==> src/rtl/pc_sequencer.sv <==
// Program counter sequencer for the unicycle MIPS core.
// Chooses the next PC and handles stall, halt and single-level interrupts.
module pc_sequencer #(
    parameter int unsigned      WIDTH      = 32,
    parameter logic [WIDTH-1:0] RESET_PC   = '0,
    parameter logic [WIDTH-1:0] IRQ_VECTOR = WIDTH'(4)
) (
    input  logic             clock,
    input  logic             reset,
    input  logic             stall,
    input  logic             branch_taken,
    input  logic             jump,
    input  logic             jump_reg,
    input  logic [WIDTH-1:0] immediate,
    input  logic [WIDTH-1:0] address,
    input  logic [WIDTH-1:0] data,
    input  logic             halt_instr,
    input  logic             iret,
    input  logic             irq,
    output logic [WIDTH-1:0] PC,
    output logic [1:0]       MUX_PC,
    output logic [WIDTH-1:0] EPC,
    output logic             irq_enable,
    output logic             irq_ack,
    output logic             halted
);

    typedef enum logic {
        RUN,
        HALT
    } state_t;

    localparam logic [1:0] SEL_INC = 2'd0;
    localparam logic [1:0] SEL_BR  = 2'd1;
    localparam logic [1:0] SEL_J   = 2'd2;
    localparam logic [1:0] SEL_JR  = 2'd3;

    state_t           state;
    logic [WIDTH-1:0] pc_inc;
    logic [WIDTH-1:0] seq_target;
    logic [1:0]       seq_sel;
    logic             take_irq;

    assign pc_inc   = PC + WIDTH'(1);
    assign take_irq = irq && irq_enable;

    // Sources overlap, so the order here is the priority.
    always_comb begin
        seq_target = pc_inc;
        seq_sel    = SEL_INC;
        if (jump_reg) begin
            seq_target = data;
            seq_sel    = SEL_JR;
        end else if (jump) begin
            seq_target = address;
            seq_sel    = SEL_J;
        end else if (branch_taken) begin
            seq_target = pc_inc + immediate;
            seq_sel    = SEL_BR;
        end
    end

    always_ff @(posedge clock) begin
        if (reset) begin
            state      <= RUN;
            PC         <= RESET_PC;
            EPC        <= '0;
            MUX_PC     <= SEL_INC;
            irq_enable <= 1'b1;
            irq_ack    <= 1'b0;
            halted     <= 1'b0;
        end else begin
            irq_ack <= 1'b0;
            unique case (state)
                RUN: begin
                    if (stall) begin
                        PC <= PC;
                    end else if (take_irq) begin
                        EPC        <= seq_target;
                        PC         <= IRQ_VECTOR;
                        irq_enable <= 1'b0;
                        irq_ack    <= 1'b1;
                    end else if (iret) begin
                        PC         <= EPC;
                        irq_enable <= 1'b1;
                    end else if (halt_instr) begin
                        state  <= HALT;
                        halted <= 1'b1;
                    end else begin
                        PC     <= seq_target;
                        MUX_PC <= seq_sel;
                    end
                end
                HALT: begin
                    // Only an enabled interrupt wakes the core.
                    if (take_irq) begin
                        EPC        <= pc_inc;
                        PC         <= IRQ_VECTOR;
                        irq_enable <= 1'b0;
                        irq_ack    <= 1'b1;
                        state      <= RUN;
                        halted     <= 1'b0;
                    end
                end
                default: begin
                    state <= RUN;
                end
            endcase
        end
    end

endmodule

==> config.mk <==
export PLATFORM = sky130hd
export DESIGN_NAME = pc_sequencer
export DESIGN_NICKNAME = d
export VERILOG_FILES = /design/src/rtl/pc_sequencer.sv
export SDC_FILE = /design/constraint.sdc
export NUM_CORES = 1
export LEC_CHECK = 0
export CAP_MARGIN = 0
export CORE_MARGIN = 4
export CORE_UTILIZATION = 30
export CTS_BUF_LIST = sky130_fd_sc_hd__clkbuf_4
export CTS_CLUSTER_DIAMETER = 200
export DETAILED_ROUTE_END_ITERATION = 16
export GPL_TIMING_DRIVEN = 1
export SETUP_SLACK_MARGIN = 0.15
export SLEW_MARGIN = 10
export SYNTH_ARGS = -nofsm -noshare
export SYNTH_HDL_FRONTEND = slang
export SYNTH_SLANG_ARGS = --single-unit
==> constraint.sdc <==
create_clock -name clock -period 3.8 [get_ports clock]
set_input_delay 0.57 -clock clock [delete_from_list [all_inputs] [get_ports clock]]
set_output_delay 0.57 -clock clock [all_outputs]
set_load 0.005 [all_outputs]
==> metrics.md, run 1 <==
| Metric | Value |
|---|---|
| Outcome | `finished, final reports clean` |
| Clock Skew | `0.00989 ns` |
| Worst Tran Pin Value | `0.799 ns` |
| Critical Path Source Type | `register` |
| Family with the most delay on the worst path | `simple AND/OR/NAND/NOR gates` |
| Synth Net Count | `around 1.0k` |
| Number of global-route vias before repair | `7,810` |
| H-tree levels | `3` |
| Crit. End Element | `register` |
| Post-synth EDFFs | `0` |
| CTS buffer count | `9` |
| # IOs | `around 170` |
| Async set-reset flop share out of synthesis | `0%` |
| Crit path DAT | `3.92 ns` |
| Leakage power | `4.04 nW` |
| Min cycle time layout | `3.58 ns` |
| Post-synthesis instance area | `6560 um2` |
| Wire length per cell | `roughly 22 um` |
| CTS tree | `built` |
| Clk Latency, worst-skew pair | `0.44 ns` |
| Post-Layout Cell Count | `1,428` |
| Util after Layout | `47.1%` |
| Crit path cell chain | `and4_4, nand4_4, buf_6, or2_4, nor2_4, xor2_4, ha_4, a21oi_4, buf_6, o221ai_2, a21oi_2, nand2_2, xnor2_2, a221oi_2, buf_4, a211o_1, a32o_1` |
| Antenna-violating nets left | `0` |
| Sink Count | `70` |
| Hold Crit Class | `register to register` |
| GRT Util Overall | `24.4%` |
| Ys flop type | `dfxtp_1` |
| Placed Instances | `approximately 1.4k` |
| Crit path kind | `register to register` |
| Fmax | `0.280 GHz` |
| Avg Synthesized Cell Area | `about 7.3 um2` |
| Core footprint | `21,300 um2` |
| Max stage delay on crit path | `0.35 ns` |
| Max Slew Vio Count | `0` |
| Global-route wire length before repair | `roughly 46,000 um` |
| Mapped Cells | `900` |
| DP Area | `9240 um2` |
| VDD IR max | `0.000131 V` |
| Hpwl dp | `24,000 um` |
| # hold bufs at CTS | `0` |
| Initial DRT Pass Iterations | `5` |
| Critical Path RT | `between 4 and 5 ns` |
| Buffers on Ports | `173` |
| CTS Buffer Depth | `2` |
| Yosys warns | `0` |
| FP Rows | `53` |
| Tcrit/Tclk final | `94.1%` |
| Worst R2R Setup Slack | `0.22 ns` |
| CP Max Fanout | `5` |
| Routed vias | `between 8k and 9k` |
| Pwr/cell area | `233 nW/um2` |
| Initial antenna violation count | `1` |
| Final setup viols | `0` |
| Die X-Extent | `156 um` |
| Fillers | `2,089` |
| Cell variety after synth | `77` |
| Area of the die | `24,300 um2` |
| WP buf/inv | `3` |
| Largest net degree at the start of global routing | `50` |
| First DRT Iteration DRCs | `673` |
| Post-Route Setup TNS | `0 ns` |
| Share of layout cells above drive strength 1 | `21.9%` |
| DRC violations left | `0` |
| Die height | `156 um` |
| Yosys reg bits | `70` |
| Design area | `10,000 um2` |
| Layout Nets | `1,294` |
| Final global-route overflow total | `0` |
| Drt via density | `roughly 5.6` |
| P&R area growth vs syn | `52.8%` |
| ANT cells | `0` |
| Placer Congestion | `0.938` |
| Fin. Hold Viols | `0` |
| Most Frequent Cell on Critical Path | `buf_6` |
| Worst-path clk slew | `0.12 ns` |
| WL final | `31,000 um` |
| Pwr Total | `between 0.002 and 0.0025 W` |
| Max Cap Viol | `0` |
| RSZ-0062 raised after global routing | `yes` |
| CP max-delay cell | `dfxtp_2` |
| Initial Util | `between 30% and 40%` |
| Root Driver | `clkbuf_4` |
| Share of the yosys chip area belonging to registers | `a little over a fifth` |
| Max-Slew Margin vs Limit | `46.5%` |
[cells in the final DEF (no fill, tap or decap), types with 16 or more instances in the layout]
master	instances
a21o_1	16
a21oi_1	63
buf_4	117
clkdlybuf4s50_1	172
dfxtp_1	61
ha_1	27
inv_1	35
nand2_1	109
nand3_1	20
nor2_1	59
o21ai_0	80
xnor2_1	16
[layout make-up]
type	instances	area, um2	area share [%]
Clock buffer	10	75.1	0.749
Clock inverter	6	62.6	0.624
Inverter	38	143	1.42
Multi-Input combinational cell	735	5330	53.2
Sequential cell	70	1420	14.1
Tap cell	275	344	3.43
Timing Repair Buffer	294	2660	26.5
[worst paths after layout]
check	from	to	depth (start not counted)
max	PC[8]$_SDFFE_PP0P_	EPC[22]$_SDFFE_PP0P_	17
min	EPC[3]$_SDFFE_PP0P_	EPC[3]$_SDFFE_PP0P_	2
max reg2reg	PC[8]$_SDFFE_PP0P_	EPC[22]$_SDFFE_PP0P_	17
min reg2reg	EPC[3]$_SDFFE_PP0P_	EPC[3]$_SDFFE_PP0P_	2
[logic make-up (layout without fill, tap and decap cells)]
logic type,Yosys count,after routing,share of synthesized area (%)
XOR/XNOR,46,46,6.37
adder cells (fa/ha/maj),41,41,7.93
multiplexers,12,12,1.89
AO/OA/AOI/OAI,346,346,35.9
AND/OR/NAND/NOR,290,290,21.1
flip-flops,70,70,21.3
buffers and inverters,95,348,5.43
[where the power goes]
group	total, W	switching [W]	leakage (nW)	internal (W)
sequential	0.000823	0.0000453	0.575	0.000778
combinational	0.00101	0.000525	3.40	0.000483
clock	0.000502	0.000297	0.0684	0.000205
total	0.00233	0.000867	4.04	0.00147
[flip-flops by register name (all words and copies together), names as in the netlist]
register    flops
irq_enable      1
halted          1
MUX_PC          2
PC             32
state           1
EPC            32
irq_ack         1
[layer usage]
metal  track usage, %  vias up  wire (um)
met2             40.6      369      14600
li1                 -     3832          -
met4             9.42        2       1240
met3             4.66       61       2250
met5                0        -         11
met1             31.0     3787      12900
[metrics by stage]
stage	hold slack, ns	setup slack (ns)
final	0.480	0.224
after global routing	0.511	0.0746
after CTS	0.480	0.142
after detailed placement	0.463	-0.218
after global placement	0.457	-0.225
after floorplan	0.454	0.258
[synth_stat cells, types with 6 or more instances]
library cell	number	area, um2
xnor2_1	30	263
o21a_1	11	82.6
ha_1	40	500
nor4_1	6	37.5
a22o_1	11	96.3
o31ai_1	11	82.6
nand2_1	112	420
dfxtp_1	70	1400
a211oi_1	16	120
xor2_1	14	123
and3_1	12	75.1
and4_1	8	70.1
a21o_1	16	120
nor2_1	64	240
inv_1	36	135
o211ai_1	11	82.6
nand4_1	15	93.8
clkbuf_1	55	206
o22ai_1	9	56.3
o221ai_1	8	70.1
o21ai_0	89	445
mux2i_1	9	90.1
nand3_1	21	105
a21oi_1	75	375
nor3_1	18	90.1
and2_1	9	56.3
a31oi_1	7	43.8
a22oi_1	8	60.1
o21ai_1	6	30.0
a221oi_1	6	52.6
a32oi_1	11	96.3
[tightest hold or removal path, delay by kind of cell (launching register included)]
family,cells,cell delay [ns]
compound gates,1,0.05
flops,1,0.34
simple gates,1,0.06
[what timing repair did]
action | in CTS | in global routing
pin swaps | 10 | 47
resized for setup | 34 | 88
setup buffers | 3 | 11
setup endpoints to repair | 25 | 36
Note: power is estimated with default switching activity, not from simulation.
==> run 2, diff against run 1 <==
Settings changed: GPL_ROUTABILITY_DRIVEN from default to 1.
==> results of run 2 <==
Final layout, timing and power as in run 1 (identical DEF).
==> run 3, diff against run 2 <==
Settings changed: CORE_ASPECT_RATIO from default to 1.5.
==> metrics.md, run 3 (same netlist as run 1, synthesis figures left out) <==
| Metric | Value |
|---|---|
| Crit path kind | `register to register (unchanged)` |
| VDD IR max | `0.000125 V (was 0.000131 V)` |
| Layout Nets | `1,339 (was 1,294)` |
| Share of layout cells above drive strength 1 | `24.7% (was 21.9%)` |
| DRC violations left | `0 (unchanged)` |
| Initial DRT Pass Iterations | `5 (unchanged)` |
| Die height | `189 um (was 156 um)` |
| Clock Power Share | `18.7% (was 21.5%)` |
| CTS tree | `built (unchanged)` |
| Max-Slew Margin vs Limit | `25.5% (was 46.5%)` |
| CP startpoint | `PC[1]$_SDFFE_PP0P_ (was PC[8]$_SDFFE_PP0P_)` |
| Placer Congestion | `0.935 (was 0.938)` |
| Post-Layout Cell Count | `1,471 (was 1,428)` |
| Util after Layout | `48.0% (was 47.1%)` |
| Worst R2R Start | `PC[1]$_SDFFE_PP0P_ (was PC[8]$_SDFFE_PP0P_)` |
| WHS Path Cells | `2 (unchanged)` |
| Commonest non-fill, non-tap cell in the layout | `clkdlybuf4s50_1 (unchanged)` |
| Final setup viols | `0 (unchanged)` |
| Internal power | `0.00144 W (was 0.00147 W)` |
| Pwr/cell area | `226 nW/um2 (was 233 nW/um2)` |
| Die X-Extent | `129 um (was 156 um)` |
| R2r worst-path depth | `18 (was 17)` |
| Largest registers | `EPC x32, PC x32, MUX_PC x2 (unchanged)` |
| CTS Buffer Depth | `2 (unchanged)` |
| Hpwl dp | `25,800 um (was 24,000 um)` |
| Global-route wire length before repair | `48,500 um (was 45,800 um)` |
| Max Cap Viol | `0 (unchanged)` |
| Critical Path Source Type | `register (unchanged)` |
| First DRT Iteration DRCs | `717 (was 673)` |
| P&R area growth vs syn | `58.2% (was 52.8%)` |
| # hold bufs at CTS | `0 (unchanged)` |
| Net switching power | `0.000908 W (was 0.000867 W)` |
| Buffers on Ports | `173 (unchanged)` |
| WHS | `0.484 ns (was 0.480 ns)` |
| Sw frac | `38.7% (was 37.2%)` |
| Number of global-route vias before repair | `8,343 (was 7,810)` |
| Leakage power | `4.25 nW (was 4.04 nW)` |
| Drt via density | `5.75 (was 5.64)` |
| Final global-route overflow total | `0 (unchanged)` |
| CTS buffer count | `9 (unchanged)` |
| Critical Path RT | `4.15 ns (about the same)` |
| CP Max Fanout | `4 (was 5)` |
| Worst Tran Pin Value | `1.11 ns (was 0.799 ns)` |
| Clk Latency, worst-skew pair | `0.44 ns (about the same)` |
| Antenna-violating nets left | `0 (unchanged)` |
| Worst-path clk slew | `0.14 ns (was 0.12 ns)` |
| Min cycle time layout | `3.60 ns (was 3.58 ns)` |
| Crit. End Element | `register (unchanged)` |
| # IOs | `174 (unchanged)` |
| Fmax | `0.278 GHz (was 0.280 GHz)` |
| Crit path DAT | `3.95 ns (was 3.92 ns)` |
| Tcrit/Tclk final | `94.7% (was 94.1%)` |
| Initial antenna violation count | `1 (unchanged)` |
| Hold_sp | `EPC[6]$_SDFFE_PP0P_ (was EPC[3]$_SDFFE_PP0P_)` |
| Sink Count | `70 (unchanged)` |
| Most frequent cells in the layout | `clkdlybuf4s50_1 (172), buf_4 (159), nand2_1 (111), o21ai_0 (79), dfxtp_1 (66) (was clkdlybuf4s50_1 (172), buf_4 (117), nand2_1 (109), o21ai_0 (80), a21oi_1 (63))` |
| Core footprint | `21,600 um2 (was 21,300 um2)` |
| Wire length per cell | `22.6 um (was 21.7 um)` |
| Hold Crit Class | `register to register (unchanged)` |
| Sequential Power Share | `35.1% (was 35.3%)` |
| Root Driver | `clkbuf_4 (unchanged)` |
| Fin. Hold Viols | `0 (unchanged)` |
| Max Slew Vio Count | `0 (unchanged)` |
| GRT Util Overall | `26.0% (was 24.4%)` |
| Fillers | `2,163 (was 2,089)` |
| FP Rows | `66 (was 53)` |
| Area of the die | `24,400 um2 (was 24,300 um2)` |
| H-tree levels | `3 (unchanged)` |
| Placed Instances | `1,435 (was 1,398)` |
| Outcome | `finished, final reports clean (unchanged)` |
| Combinational share of power | `46.1% (was 43.2%)` |
| WL final | `33,200 um (was 31,000 um)` |
| Routed vias | `8,465 (was 8,051)` |
| Largest net degree at the start of global routing | `59 (was 50)` |
| RSZ-0062 raised after global routing | `yes (unchanged)` |
| Initial Util | `30.3% (was 30.8%)` |
| Clock Skew | `0.0174 ns (was 0.00989 ns)` |
==> run 3: cell count changes in the layout (fill, tap and decap cells not counted), moves of 3 or more <==
cell     delta
buf_4      +42
dfxtp_2     -6
dfxtp_1     +5
buf_6       +4
ha_4        +3
nand2_2     -3
o21ai_2     +3
xnor2_1     +3
==> run 3: critical path, cell delays in order (launching register included) <==
cell,delay [ns]
dfxtp_4,0.39
buf_4,0.11
and4_4,0.23
nand4_4,0.15
or2_4,0.31
nor2_4,0.15
xor2_4,0.30
ha_4,0.26
a21oi_4,0.13
buf_4,0.13
o221ai_2,0.09
a21oi_2,0.22
and2_4,0.19
a211oi_1,0.06
o21ai_0,0.17
buf_4,0.14
o2111ai_1,0.14
a22oi_1,0.24
a21oi_1,0.09
==> run 3: layout make-up <==
type | count | area [um2] | area share (%)
Clock buffer | 9 | 67.6 | 0.651
Multi-Input combinational cell | 735 | 5370 | 51.7
Sequential cell | 70 | 1410 | 13.6
Timing Repair Buffer | 339 | 3000 | 28.9
Tap cell | 272 | 340 | 3.28
Inverter | 38 | 143 | 1.37
Antenna cell | 1 | 2.50 | 0.0241
Clock inverter | 7 | 48.8 | 0.470
==> run 3: worst paths after layout <==
| check | endpoint | slack, ns |
|---|---|---|
| setup / recovery | EPC[26]$_SDFFE_PP0P_ | 0.20 |
| hold / removal | EPC[6]$_SDFFE_PP0P_ | 0.48 |
| setup reg to reg | EPC[26]$_SDFFE_PP0P_ | 0.20 |
| hold reg to reg | EPC[6]$_SDFFE_PP0P_ | 0.48 |
==> run 3: layer usage <==
metal | track usage, % | wire [um] | part of all wire, %
met2 | 46.5 | 16400 | 49
met3 | 2.79 | 2320 | 7.0
met4 | 14.8 | 2540 | 7.7
met1 | 29.4 | 11900 | 36
met5 | 0 | 0 | 0
==> run 3: repair_timing <==
action,in CTS,in global routing
endpoints found under the setup margin,40,40
pin swaps,17,65
setup buffers,8,11
gates resized for setup,39,87
==> run 3: power by group through the flow <==
stage	Combinational, W	Clock [W]	Sequential, W
after floorplan	0.000452	0	0.000835
after CTS	0.00102	0.000441	0.000821
after global routing	0.00115	0.000469	0.000828
final	0.00108	0.000440	0.000823
after global placement	0.000984	0	0.000836
after detailed placement	0.000982	0	0.000837
==> run 3: stage by stage <==
stage | worst slack (ns) | setup TNS (ns) | total power [W] | area, um2
2_1_floorplan | 0.258 | 0 | 0.00129 | 6560
3_3_place_gp | -0.124 | -0.653 | 0.00182 | 9530
3_5_place_dp | -0.149 | -1.20 | 0.00182 | 9530
4_1_cts | 0.118 | 0 | 0.00228 | 9900
5_1_grt | 0.00977 | 0 | 0.00245 | 10400
6_report | 0.203 | 0 | 0.00235 | 10400
